<file path="config.mk">
export PLATFORM = sky130hd
export DESIGN_NAME = alu_issue
export DESIGN_NICKNAME = d
export VERILOG_FILES = /design/src/rtl/alu_pkg.sv /design/src/rtl/alu_mode_decode.sv /design/src/rtl/alu_issue.sv
export SDC_FILE = /design/constraint.sdc
export NUM_CORES = 1
export LEC_CHECK = 0
export CORE_ASPECT_RATIO = 1.25
export CORE_MARGIN = 3
export CORE_UTILIZATION = 50
export CTS_CLUSTER_SIZE = 24
export DETAILED_ROUTE_END_ITERATION = 10
export DONT_BUFFER_PORTS = 1
export MAX_ROUTING_LAYER = met4
export REMOVE_ABC_BUFFERS = 1
export SLEW_MARGIN = 20
export SYNTH_ARGS = -nofsm -noshare
export SYNTH_HDL_FRONTEND = slang
export SYNTH_SLANG_ARGS = --single-unit
</file>
<file path="constraint.sdc">
create_clock -name clk -period 8.23 [get_ports clk]
set_input_delay 0.823 -clock clk [delete_from_list [all_inputs] [get_ports clk]]
set_output_delay 0.823 -clock clk [all_outputs]
set_load 0.02 [all_outputs]
</file>
<file path="src/rtl/alu_pkg.sv">
// Shared definitions for the ALU issue stage: ALU mode codes, RV32I opcodes
// and the entry record carried through the skid buffer.
package alu_pkg;

    localparam int XLEN = 32;

    // ALU mode codes driven on alu_mode
    localparam logic [4:0] MODE_ADD  = 5'h00;
    localparam logic [4:0] MODE_LLS  = 5'h01;
    localparam logic [4:0] MODE_SSLT = 5'h02;
    localparam logic [4:0] MODE_USLT = 5'h03;
    localparam logic [4:0] MODE_XOR  = 5'h04;
    localparam logic [4:0] MODE_LRS  = 5'h05;
    localparam logic [4:0] MODE_OR   = 5'h06;
    localparam logic [4:0] MODE_AND  = 5'h07;
    localparam logic [4:0] MODE_SUB  = 5'h10;
    localparam logic [4:0] MODE_ARS  = 5'h15;

    // RV32I major opcodes
    localparam logic [6:0] OPC_OP     = 7'b0110011;
    localparam logic [6:0] OPC_OP_IMM = 7'b0010011;
    localparam logic [6:0] OPC_LUI    = 7'b0110111;
    localparam logic [6:0] OPC_AUIPC  = 7'b0010111;
    localparam logic [6:0] OPC_LOAD   = 7'b0000011;
    localparam logic [6:0] OPC_STORE  = 7'b0100011;
    localparam logic [6:0] OPC_BRANCH = 7'b1100011;
    localparam logic [6:0] OPC_JAL    = 7'b1101111;
    localparam logic [6:0] OPC_JALR   = 7'b1100111;

    // One buffered ALU request
    typedef struct packed {
        logic [XLEN-1:0] a;
        logic [XLEN-1:0] b;
        logic [4:0]      mode;
        logic            illegal;
    } entry_t;

endpackage

</file>
<file path="src/rtl/alu_mode_decode.sv">
// Combinational translation of decoded instruction fields into an ALU entry:
// operand selection plus mode encoding. Unsupported encodings produce a
// zeroed ADD entry flagged illegal so that it still flows downstream.
module alu_mode_decode
    import alu_pkg::*;
(
    input  logic [6:0]      i_opcode,
    input  logic [2:0]      i_funct3,
    input  logic            i_funct7b5,
    input  logic [XLEN-1:0] i_rs1_val,
    input  logic [XLEN-1:0] i_rs2_val,
    input  logic [XLEN-1:0] i_imm,
    input  logic [XLEN-1:0] i_pc,
    output entry_t          o_entry
);

    // Operand select and mode encoding per opcode class
    always_comb begin
        o_entry = '0;
        case (i_opcode)
            OPC_OP: begin
                o_entry.a    = i_rs1_val;
                o_entry.b    = i_rs2_val;
                o_entry.mode = {i_funct7b5, 1'b0, i_funct3};
            end
            OPC_OP_IMM: begin
                o_entry.a = i_rs1_val;
                o_entry.b = i_imm;
                // Only the shift-right group uses bit 30; ADDI must never turn into SUB
                if (i_funct3 == 3'b101) begin
                    o_entry.mode = {i_funct7b5, 1'b0, i_funct3};
                end else begin
                    o_entry.mode = {2'b00, i_funct3};
                end
            end
            OPC_LUI: begin
                o_entry.b = i_imm;
            end
            OPC_AUIPC: begin
                o_entry.a = i_pc;
                o_entry.b = i_imm;
            end
            OPC_LOAD, OPC_STORE: begin
                o_entry.a = i_rs1_val;
                o_entry.b = i_imm;
            end
            OPC_JAL, OPC_JALR: begin
                o_entry.a = i_pc;
                o_entry.b = XLEN'(4);
            end
            OPC_BRANCH: begin
                o_entry.a = i_rs1_val;
                o_entry.b = i_rs2_val;
                case (i_funct3[2:1])
                    2'b00:   o_entry.mode = MODE_SUB;
                    2'b10:   o_entry.mode = MODE_SSLT;
                    2'b11:   o_entry.mode = MODE_USLT;
                    default: o_entry.illegal = 1'b1;
                endcase
            end
            default: begin
                o_entry.illegal = 1'b1;
            end
        endcase
        // Illegal entries carry no operand data
        if (o_entry.illegal) begin
            o_entry.a    = '0;
            o_entry.b    = '0;
            o_entry.mode = MODE_ADD;
        end
    end

endmodule

</file>
<file path="src/rtl/alu_issue.sv">
// ALU issue stage: decodes instruction fields into ALU operands/mode and
// holds them in a two-entry skid buffer. in_ready depends only on the
// registered occupancy, so there is no combinational path from out_ready.
module alu_issue
    import alu_pkg::*;
#(
    parameter int WordSize = 32,
    parameter int Depth    = 2
) (
    input  logic                clk,
    input  logic                rst,
    input  logic                in_valid,
    output logic                in_ready,
    input  logic [6:0]          in_opcode,
    input  logic [2:0]          in_funct3,
    input  logic                in_funct7b5,
    input  logic [WordSize-1:0] in_rs1_val,
    input  logic [WordSize-1:0] in_rs2_val,
    input  logic [WordSize-1:0] in_imm,
    input  logic [WordSize-1:0] in_pc,
    output logic                out_valid,
    input  logic                out_ready,
    output logic [WordSize-1:0] alu_a,
    output logic [WordSize-1:0] alu_b,
    output logic [4:0]          alu_mode,
    output logic                out_illegal
);

    // Buffer is full at Depth entries; only Depth == 2 is supported
    localparam logic [1:0] FULL = 2'(Depth);

    entry_t     w_new;
    entry_t     r_head;
    entry_t     r_tail;
    logic [1:0] r_count;
    logic       w_push;
    logic       w_pop;

    alu_mode_decode u_decode (
        .i_opcode   (in_opcode),
        .i_funct3   (in_funct3),
        .i_funct7b5 (in_funct7b5),
        .i_rs1_val  (in_rs1_val),
        .i_rs2_val  (in_rs2_val),
        .i_imm      (in_imm),
        .i_pc       (in_pc),
        .o_entry    (w_new)
    );

    assign in_ready    = (r_count != FULL) & ~rst;
    assign out_valid   = (r_count != 2'd0);
    assign w_push      = in_valid & in_ready;
    assign w_pop       = out_valid & out_ready;

    assign alu_a       = r_head.a;
    assign alu_b       = r_head.b;
    assign alu_mode    = r_head.mode;
    assign out_illegal = r_head.illegal;

    // Occupancy tracking and entry storage; head always drives the outputs
    always_ff @(posedge clk or posedge rst) begin
        if (rst) begin
            r_count <= 2'd0;
            r_head  <= '0;
            r_tail  <= '0;
        end else begin
            case (r_count)
                2'd0: begin
                    if (w_push) begin
                        r_head  <= w_new;
                        r_count <= 2'd1;
                    end
                end
                2'd1: begin
                    if (w_push && w_pop) begin
                        r_head <= w_new;
                    end else if (w_push) begin
                        r_tail  <= w_new;
                        r_count <= 2'd2;
                    end else if (w_pop) begin
                        r_count <= 2'd0;
                    end
                end
                default: begin
                    // Full: in_ready is low, so only a pop can occur
                    if (w_pop) begin
                        r_head  <= r_tail;
                        r_count <= 2'd1;
                    end
                end
            endcase
        end
    end

endmodule
</file>
After elaboration in Yosys (flattened, before gate mapping)
Index checks and enable logic that the tools add are counted.
{"block": "op_classes", "shifts": 0, "multipliers": 0, "order_cmp": 0, "n_bitwise": 5, "n_mux": 18, "div_mod_pow": 0, "addsub": 0, "n_reduce_logical": 15, "eq_ne": 18}
{"operator": "$mux W70", "count": 3}
{"operator": "$pmux W70 S2", "count": 1}
{"operator": "$pmux W32 S3", "count": 1}
{"operator": "$mux W69", "count": 1}
{"operator": "$pmux W32 S2", "count": 1}
{"operator": "$pmux W5 S3", "count": 2}
{"operator": "$eq A7 B6 Y1 const B", "count": 3}
{"operator": "$eq A7 B7 Y1 const B", "count": 3}
{"operator": "$eq A7 B5 Y1 const B", "count": 2}
{"operator": "$mux W2", "count": 5}
{"operator": "$reduce_or A5 Y1", "count": 2}
{"operator": "$ne A2 B2 Y1 const B", "count": 4}
{"operator": "$reduce_or A8 Y1", "count": 1}
{"operator": "$eq A7 B2 Y1 const B", "count": 1}
{"operator": "$reduce_and A3 Y1", "count": 2}
{"operator": "$reduce_or A3 Y1", "count": 2}
{"operator": "$mux W5", "count": 1}
{"operator": "$eq A2 B2 Y1 const B", "count": 2}
{"operator": "$logic_not A2 Y1", "count": 2}
{"operator": "$pmux W2 S2", "count": 1}
{"operator": "$reduce_and A4 Y1", "count": 1}
{"operator": "$reduce_or A2 Y1", "count": 2}
{"operator": "$and A1 B1 Y1", "count": 3}
{"operator": "$eq A3 B3 Y1 const B", "count": 1}
{"operator": "8 further kinds", "count": 9}
{"block": "word_totals", "mem_bits_ro": 0, "mem_count": 0, "ramBits": 0, "reg_bits": 142, "output_inout_bits": 72, "latch_bits": 0}

Depth between registers and ports, before layout
Gate-level depths: netlist of run 1.
{"block": "logic_depth", "depth_word": 7, "depth_mapped": 8, "mapped_depth_nobuf": 5}

Modules after synthesis
Synthesis of run 1 repeated with hierarchy kept, for this count alone.
{"block": "hier_totals", "hier_cells": 575, "hier_area_um2": 7263.2}
{"mod": "alu_issue", "seq_area_each_um2": 3553.4, "instances": 1, "cells_each": 389, "area_each_um2": 6162.2}
{"mod": "alu_mode_decode", "seq_area_each_um2": 0.0, "instances": 1, "cells_each": 186, "area_each_um2": 1101.1}

Worst setup path before layout of run 1
Ideal clock, no wire load.
{"block": "synth_path", "path_kind": "input port to output port", "from": "in rst", "to": "out in_ready", "t_arrival_ns": 4.186, "path_slack_ns": 3.221, "n_path_buf": 0, "cell_stages": 2, "cell_sequence": "inv_1 > o21a_1"}
{"block": "synth_between", "elab_chain_len": 2}
{"item": "from (decl)", "line_no": "alu_issue.sv:11", "text": "input logic rst,"}
{"item": "$not A1 Y1", "line_no": "alu_issue.sv:50", "text": "assign in_ready = (r_count != FULL) & ~rst;"}
{"item": "$and A1 B1 Y1", "line_no": "alu_issue.sv:50"}
{"item": "to (decl)", "line_no": "alu_issue.sv:13", "text": "output logic in_ready,"}
No other way between the ends.

Worst setup path after layout of run 1
{"block": "layout_path", "from": "in in_opcode[1]", "to": "reg r_head, in the netlist alu_b[10]"}
{"block": "layout_between", "elab_chain_len": 6}
{"item": "from (decl)", "line_no": "alu_issue.sv:14", "text": "input logic [6:0] in_opcode,"}
{"item": "$eq A7 B6 Y1 (tied with other cells)", "line_no": "alu_mode_decode.sv:20", "text": "case (i_opcode)"}
{"item": "$reduce_or A8 Y1 (no source line) (tied with other cells)"}
{"item": "$pmux W1 S2 or $pmux W32 S3 (tied branches)", "line_no": "alu_mode_decode.sv:20"}
{"item": "$mux W69 *", "line_no": "alu_mode_decode.sv:66", "text": "if (o_entry.illegal) begin"}
{"item": "$mux W70, on equally long branches", "line_no": "alu_issue.sv:75, alu_issue.sv:69"}
{"item": "$pmux W70 S2 *", "line_no": "alu_issue.sv:67", "text": "case (r_count)"}
{"item": "to (signal assigned)", "line_no": "alu_issue.sv:70", "text": "r_head <= w_new;"}
{"item": "to (signal assigned)", "line_no": "alu_issue.sv:76", "text": "r_head <= w_new;"}
{"item": "to (signal assigned)", "line_no": "alu_issue.sv:87", "text": "r_head <= r_tail;"}
{"item": "to (decl)", "line_no": "alu_issue.sv:33", "text": "entry_t r_head;"}
Mark *: on every way between the ends. The rest lies on a longest branch, timed or not. The select of a mux whose other input is x is not followed.
A chain may end at the register's enable or synchronous reset.

==> impl_metrics.toml, run 1 <==
[detailed_routing]
post_drt_wl_per_cell_um = 20.1
route.vias.total = 5456
viasPerCell = 6.15
firstDrtPassIters = 4
finalWirelength_mm = 17.8
drtAntennaViolNets = 0
drc = 0
first_iter_violations = 368

[worst_setup_path]
required_ps = 8560
ff2ff_setup_slack_ps = 5620
worstSetupEndpointType = "flip-flop"
timing.critical_path.to = "alu_b[10]"
critPathMaxFanout = 23
reg2reg_from = "r_count[1]"
worstSetupStartpoint = "in_opcode[1]"
cp_slowest_stage_delay_ps = 960
crit_path_start_kind = "primary input"
path_cells = "nand2_1 -> or4_1 -> a211oi_4 -> buf_4 -> a221oi_1 -> nor2_1"
critical_path_class = "primary input to flip-flop"
cp.arrival_ps = 3220
r2r_cells = 5
crit_slowest_cell = "a211oi_4"
r2r_end = "alu_b[10]"

[die]
initial_core_util_pct = 51.9
core_mm2 = 0.0129
io_pins = 215
std_cell_rows = 46
die_area_mm2 = 0.0148
die_h_um = 135
die_x_um = 110

[yosys]
synthTopCellsByCount = "nand2_1 (143), dfrtp_1 (140), nor2_1 (135), a221oi_1 (63), a22o_1 (63)"
ys_seq_area_share_pct = 52.3
synth.distinct_cells = 44
synth_flop_cell = "dfrtp_1"
synthCells = 741
synth_top_family_by_area = "compound AO/OA/AOI/OAI gates"
post-synth-top-count-cell = "nand2_1"
yosys_warnings = 0
yosysTopAreaCell = "dfrtp_1"
avgSynthCellArea_um2 = 9.04
async_flop_share_pct = 100
synth_area_leaders = "dfrtp_1 (52%), a221oi_1 (8.2%), a22o_1 (8.2%)"
yosys.area_share.simple_pct = 18.5
synth_compound_area_share_pct = 24.6
synth_fa_ha_area_share_pct = 0
synth_xor_area_share_pct = 0.131
synth_edf_count = 0
ys_seq_elements = 140
muxShareOfSynthArea_pct = 0.149
synth_top_area_share_pct = 52.3
syn_area_mm2 = 0.00670

[grt]
grt-ovfl-total = 0
grt_max_degree = 102
use_met1_pct = 30.8
grt.busiest_layer = "met2"
grt.total_usage_pct = 25.2
first_global_vias = 5397
grtUsageMet3_pct = 6.77
grt_pass1_wl_mm = 28.4
antenna_found_initial = 1
met2_usage_pct = 40.7

[timing]
setup_violations = 0
rsz0062_at_grt = "no"
finalSetupTns_ps = 0
slew_headroom_pct = 26.5
worstMarginPinSlew_ps = 1100
period_share_pct = 35.1
fmax_ghz = 0.346
min_period_ps = 2890
hold_viol = 0
finClkSkew_ps = 8.25
drv_slew = 0

[final_layout]
stdcell_count = 887
syn2layout_area_growth_pct = 10.6
n_fill_cell = 1163
drive_gt1_share_pct = 7.80
final_net_count = 848

[power_and_ir_drop]
power.leakage_nw = 3.10
p_per_area_mw_per_mm2 = 267
irDropWorstVdd_mv = 0.137

[clocking]
clk-insertion-delay-late_ps = 410
cts_sinks = 140
cts.repair.resized = 0
postCtsSetupRepairBufs = 0
htreeDepth = 4
ctsLongestPathBuffers = 2
ctsHoldBuffers = 0
cts_root_buffer = "clkbuf_16"
cts_made_buffers = 17
clkTransAtPathRegs_ps = 60
cts_tree = "done"

[place]
portBuffers = 0
place_congestion = 0.812
dp_cells = 854
dp_hpwl_mm = 10.9

[outcome]
status = "finished, final reports clean"

[job]
cap_violations = 0

[worst_hold_path]
holdCritPathClass = "primary input to async pin"
## per-stage QoR
step | util (%) | hold WS (ps) | total power, mW | cell area (um^2) | setup WS, ps
floorplan | - | 445 | 1.11 | 6430 | 3220
detailed placement | 52.6 | 470 | 1.19 | 6780 | 4890
global placement | 52.6 | 461 | 1.18 | 6780 | 4890
global route | 57.4 | 464 | 2.07 | 7410 | 5210
finish | 57.4 | 422 | 1.98 | 7410 | 5340
CTS | 57.4 | 451 | 2.00 | 7400 | 5320
## cells by family after synthesis
logic type / count (synthesis)
AND/OR/NAND/NOR: 304
AO/OA/AOI/OAI: 225
flip-flops: 140
buffers and inverters: 69
XOR/XNOR: 1
multiplexers: 1
other: 1
## metal layers
metal  share of wire (%)  wire length [um]
met4                 1.8               316
met2                  49              8800
met1                  41              7270
met3                 7.9              1400
met5                   0                 0
## registers in the layout (all words and copies together) (netlist names)
register	count
out_illegal	1
alu_b	32
r_tail	69
alu_a	32
r_count	2
alu_mode	4
## cells in the final DEF (no fill, tap or decap), types with 8 or more instances in the layout
cell and n:
clkbuf_16 17, dfrtp_1 139, o21ai_1 13, buf_4 11
o21ai_0 59, a21oi_1 8, a22o_1 63, nand2_1 142
a221oi_1 63, nor2_1 135
## cell type report
cell class,instances,area (um^2),share of cell area (%)
Antenna cell,1,2.50,0.0338
Clock buffer,18,429,5.79
Clock inverter,14,196,2.65
Inverter,3,16.3,0.220
Multi-Input combinational cell,532,2960,40.0
Sequential cell,140,3500,47.3
Tap cell,168,210,2.84
Timing Repair Buffer,11,82.6,1.12
## how the worst min path moves through the flow
stage	endpoint
after floorplan	r_tail[0]
after global routing	alu_a[18]
final	r_count[1]
after global placement	r_tail[0]
after detailed placement	r_tail[0]
after CTS	alu_mode[2]
## worst max-delay path: cells and delay by family
kind | cells | cell delay, ps
buffers and inverters | 1 | 430
AOI/OAI and AO/OA | 2 | 1080
and+or+nand+nor | 3 | 870
## power breakdown
part	switching (mW)	leakage (nW)	total, mW	internal, mW
clock network	0.293	0.296	0.801	0.508
logic	0.135	0.983	0.206	0.0710
registers	0.188	1.82	0.968	0.780
total	0.616	3.10	1.98	1.36
(Power assumes the default switching activity.)
==> run 2, diff against run 1 <==
--- a/config.mk
+++ b/config.mk
@@ -12,6 +12,7 @@
 export DETAILED_ROUTE_END_ITERATION = 10
 export DONT_BUFFER_PORTS = 1
 export MAX_ROUTING_LAYER = met4
+export PLACE_DENSITY = 0.68
 export REMOVE_ABC_BUFFERS = 1
 export SLEW_MARGIN = 20
 export SYNTH_ARGS = -nofsm -noshare
==> constraint.sdc (replaced) <==
create_clock -name clk -period 2.4 [get_ports clk]
set_input_delay 0.24 -clock clk [delete_from_list [all_inputs] [get_ports clk]]
set_output_delay 0.24 -clock clk [all_outputs]
set_load 0.02 [all_outputs]
==> run 2 against run 1 <==
  * Global-route usage shrank 0.98 points
  * Non-clock buffer count grew 2
  * Hold slack lost 400 ps
  * Utilization grew 1.0 points
==> impl_metrics.toml, run 2 (synthesis gave the netlist of run 1 again) <==
[outcome]
status = "finished, final reports clean"

[timing]
fmax_ghz = 0.520
drv_slew = 0
hold_viol = 0
finClkSkew_ps = 7.70
setup_violations = 0
layout_setup_ws_ps = 476
period_share_pct = 80.2
min_period_ps = 1920
slew_headroom_pct = 40.0
worstMarginPinSlew_ps = 896
rsz0062_at_grt = "no"

[grt]
grt-ovfl-total = 0
grt.total_usage_pct = 24.2
first_global_vias = 5397
grt_pass1_wl_mm = 27.6
antenna_found_initial = 0
grt_max_degree = 76

[job]
cap_violations = 0

[worst_setup_path]
ff2ff_setup_slack_ps = 480
crit_path_start_kind = "flip-flop"
required_ps = 2740
r2r_cells = 5
cp.arrival_ps = 2260
worstSetupEndpointType = "flip-flop"
reg2reg_from = "r_count[1]"
worstSetupStartpoint = "r_count[1]"
critical_path_class = "flip-flop to flip-flop"
critPathMaxFanout = 40

[final_layout]
largest_reg_flops = 69
drive_gt1_share_pct = 7.79
syn2layout_area_growth_pct = 12.6
n_fill_cell = 1120
layout_common_cells = "nand2_1 (142), dfrtp_1 (139), nor2_1 (135)"
diodes = 0
top_register = "r_tail"
final_net_count = 850
fin_area_mm2 = 0.00754
layout_commonest_cell = "nand2_1"

[clocking]
cts_tree = "done"
cts_root_buffer = "clkbuf_16"
postCtsSetupRepairBufs = 0
cts_made_buffers = 17
cts_sinks = 140
clkTransAtPathRegs_ps = 60
ctsLongestPathBuffers = 2
clk-insertion-delay-late_ps = 410
htreeDepth = 4

[place]
dp_hpwl_mm = 10.7
post-place-ws_ps = 212
post_dp_cell_area_mm2 = 0.00686
portBuffers = 0
place_congestion = 0.911

[detailed_routing]
post_drt_wl_per_cell_um = 19.5
finalWirelength_mm = 17.3
drtAntennaViolNets = 0
first_iter_violations = 338
drc = 0
viasPerCell = 6.17
firstDrtPassIters = 5
route.vias.total = 5474

[die]
die_x_um = 110
core_mm2 = 0.0129
std_cell_rows = 46
die_h_um = 135
io_pins = 215
die_area_mm2 = 0.0148
initial_core_util_pct = 51.9

[worst_hold_path]
hp-start = "out_ready"
hold_depth = 2
holdCritPathClass = "primary input to flip-flop"

[power_and_ir_drop]
power.leakage_nw = 3.16
p_per_area_mw_per_mm2 = 931
irDropWorstVdd_mv = 0.519
[run 2: cell types whose count changed in the layout (fill, tap and decap cells not counted), moves of 2 or more]
| cell | delta |
|---|---|
| buf_12 | +6 |
| buf_4 | -5 |
| bufinv_16 | +2 |
| clkinv_2 | -2 |
| clkinv_4 | -3 |
| inv_6 | +3 |
[run 2: layout make-up]
class	count	area, um^2	area share (%)
Clock buffer	18	429	5.69
Clock inverter	13	239	3.17
Inverter	3	16.3	0.216
Multi-Input combinational cell	532	2960	39.3
Sequential cell	140	3500	46.5
Tap cell	168	210	2.79
Timing Repair Buffer	13	175	2.32
[run 2: critical path, cell delays in order (launching register included)]
cell and delay, ps:
dfrtp_2 450, nor2_1 130, o21ai_4 700, buf_12 300, a221oi_1 90, nor2_1 140
[run 2: timing repair]
action                                 4_1_cts  5_1_grt
setup endpoints to repair                    0        0
hold buffers                                 1        0
gates resized for setup                      0        0
endpoints found under the hold margin       23        0
[run 2: stage by stage]
| stage | TNS [ps] | power [mW] | util [%] | std cells | hold WS, ps |
|---|---|---|---|---|---|
| 3_3_place_gp | 0 | 4.05 | 53.2 | 855 | 69.6 |
| 4_1_cts | 0 | 7.08 | 58.5 | 887 | 1.86 |
| 6_report | 0 | 7.01 | 58.5 | 887 | 22.8 |
| 3_5_place_dp | 0 | 4.09 | 53.2 | 855 | 74.2 |
| 5_1_grt | 0 | 7.31 | 58.5 | 887 | 13.7 |
| 2_1_floorplan | -477960 | 3.81 | - | 675 | 412 |
[run 2: where the power goes]
group / switching, mW / leakage (nW) / internal, mW / total (mW)
Clock: 1.02 / 0.318 / 1.96 / 2.98
Sequential: 0.630 / 1.82 / 2.68 / 3.31
Combinational: 0.467 / 1.02 / 0.263 / 0.729
[run 2: worst paths after layout]
check,endpoint
max,alu_a[1]
min,r_count[1]
max reg2reg,alu_a[1]
min reg2reg,r_tail[5]
max in group asynchronous,alu_b[14]
min in group asynchronous,alu_b[2]
[run 2: routing by layer]
metal / share of wire, % / track usage [%] / vias up / routed length (um)
met5: 0 / - / - / 0
met4: 2.2 / 9.63 / 0 / 383
met1: 40 / 29.9 / 2637 / 6840
met2: 51 / 39.1 / 244 / 8740
li1: - / - / 2565 / -
met3: 7.7 / 4.63 / 28 / 1330
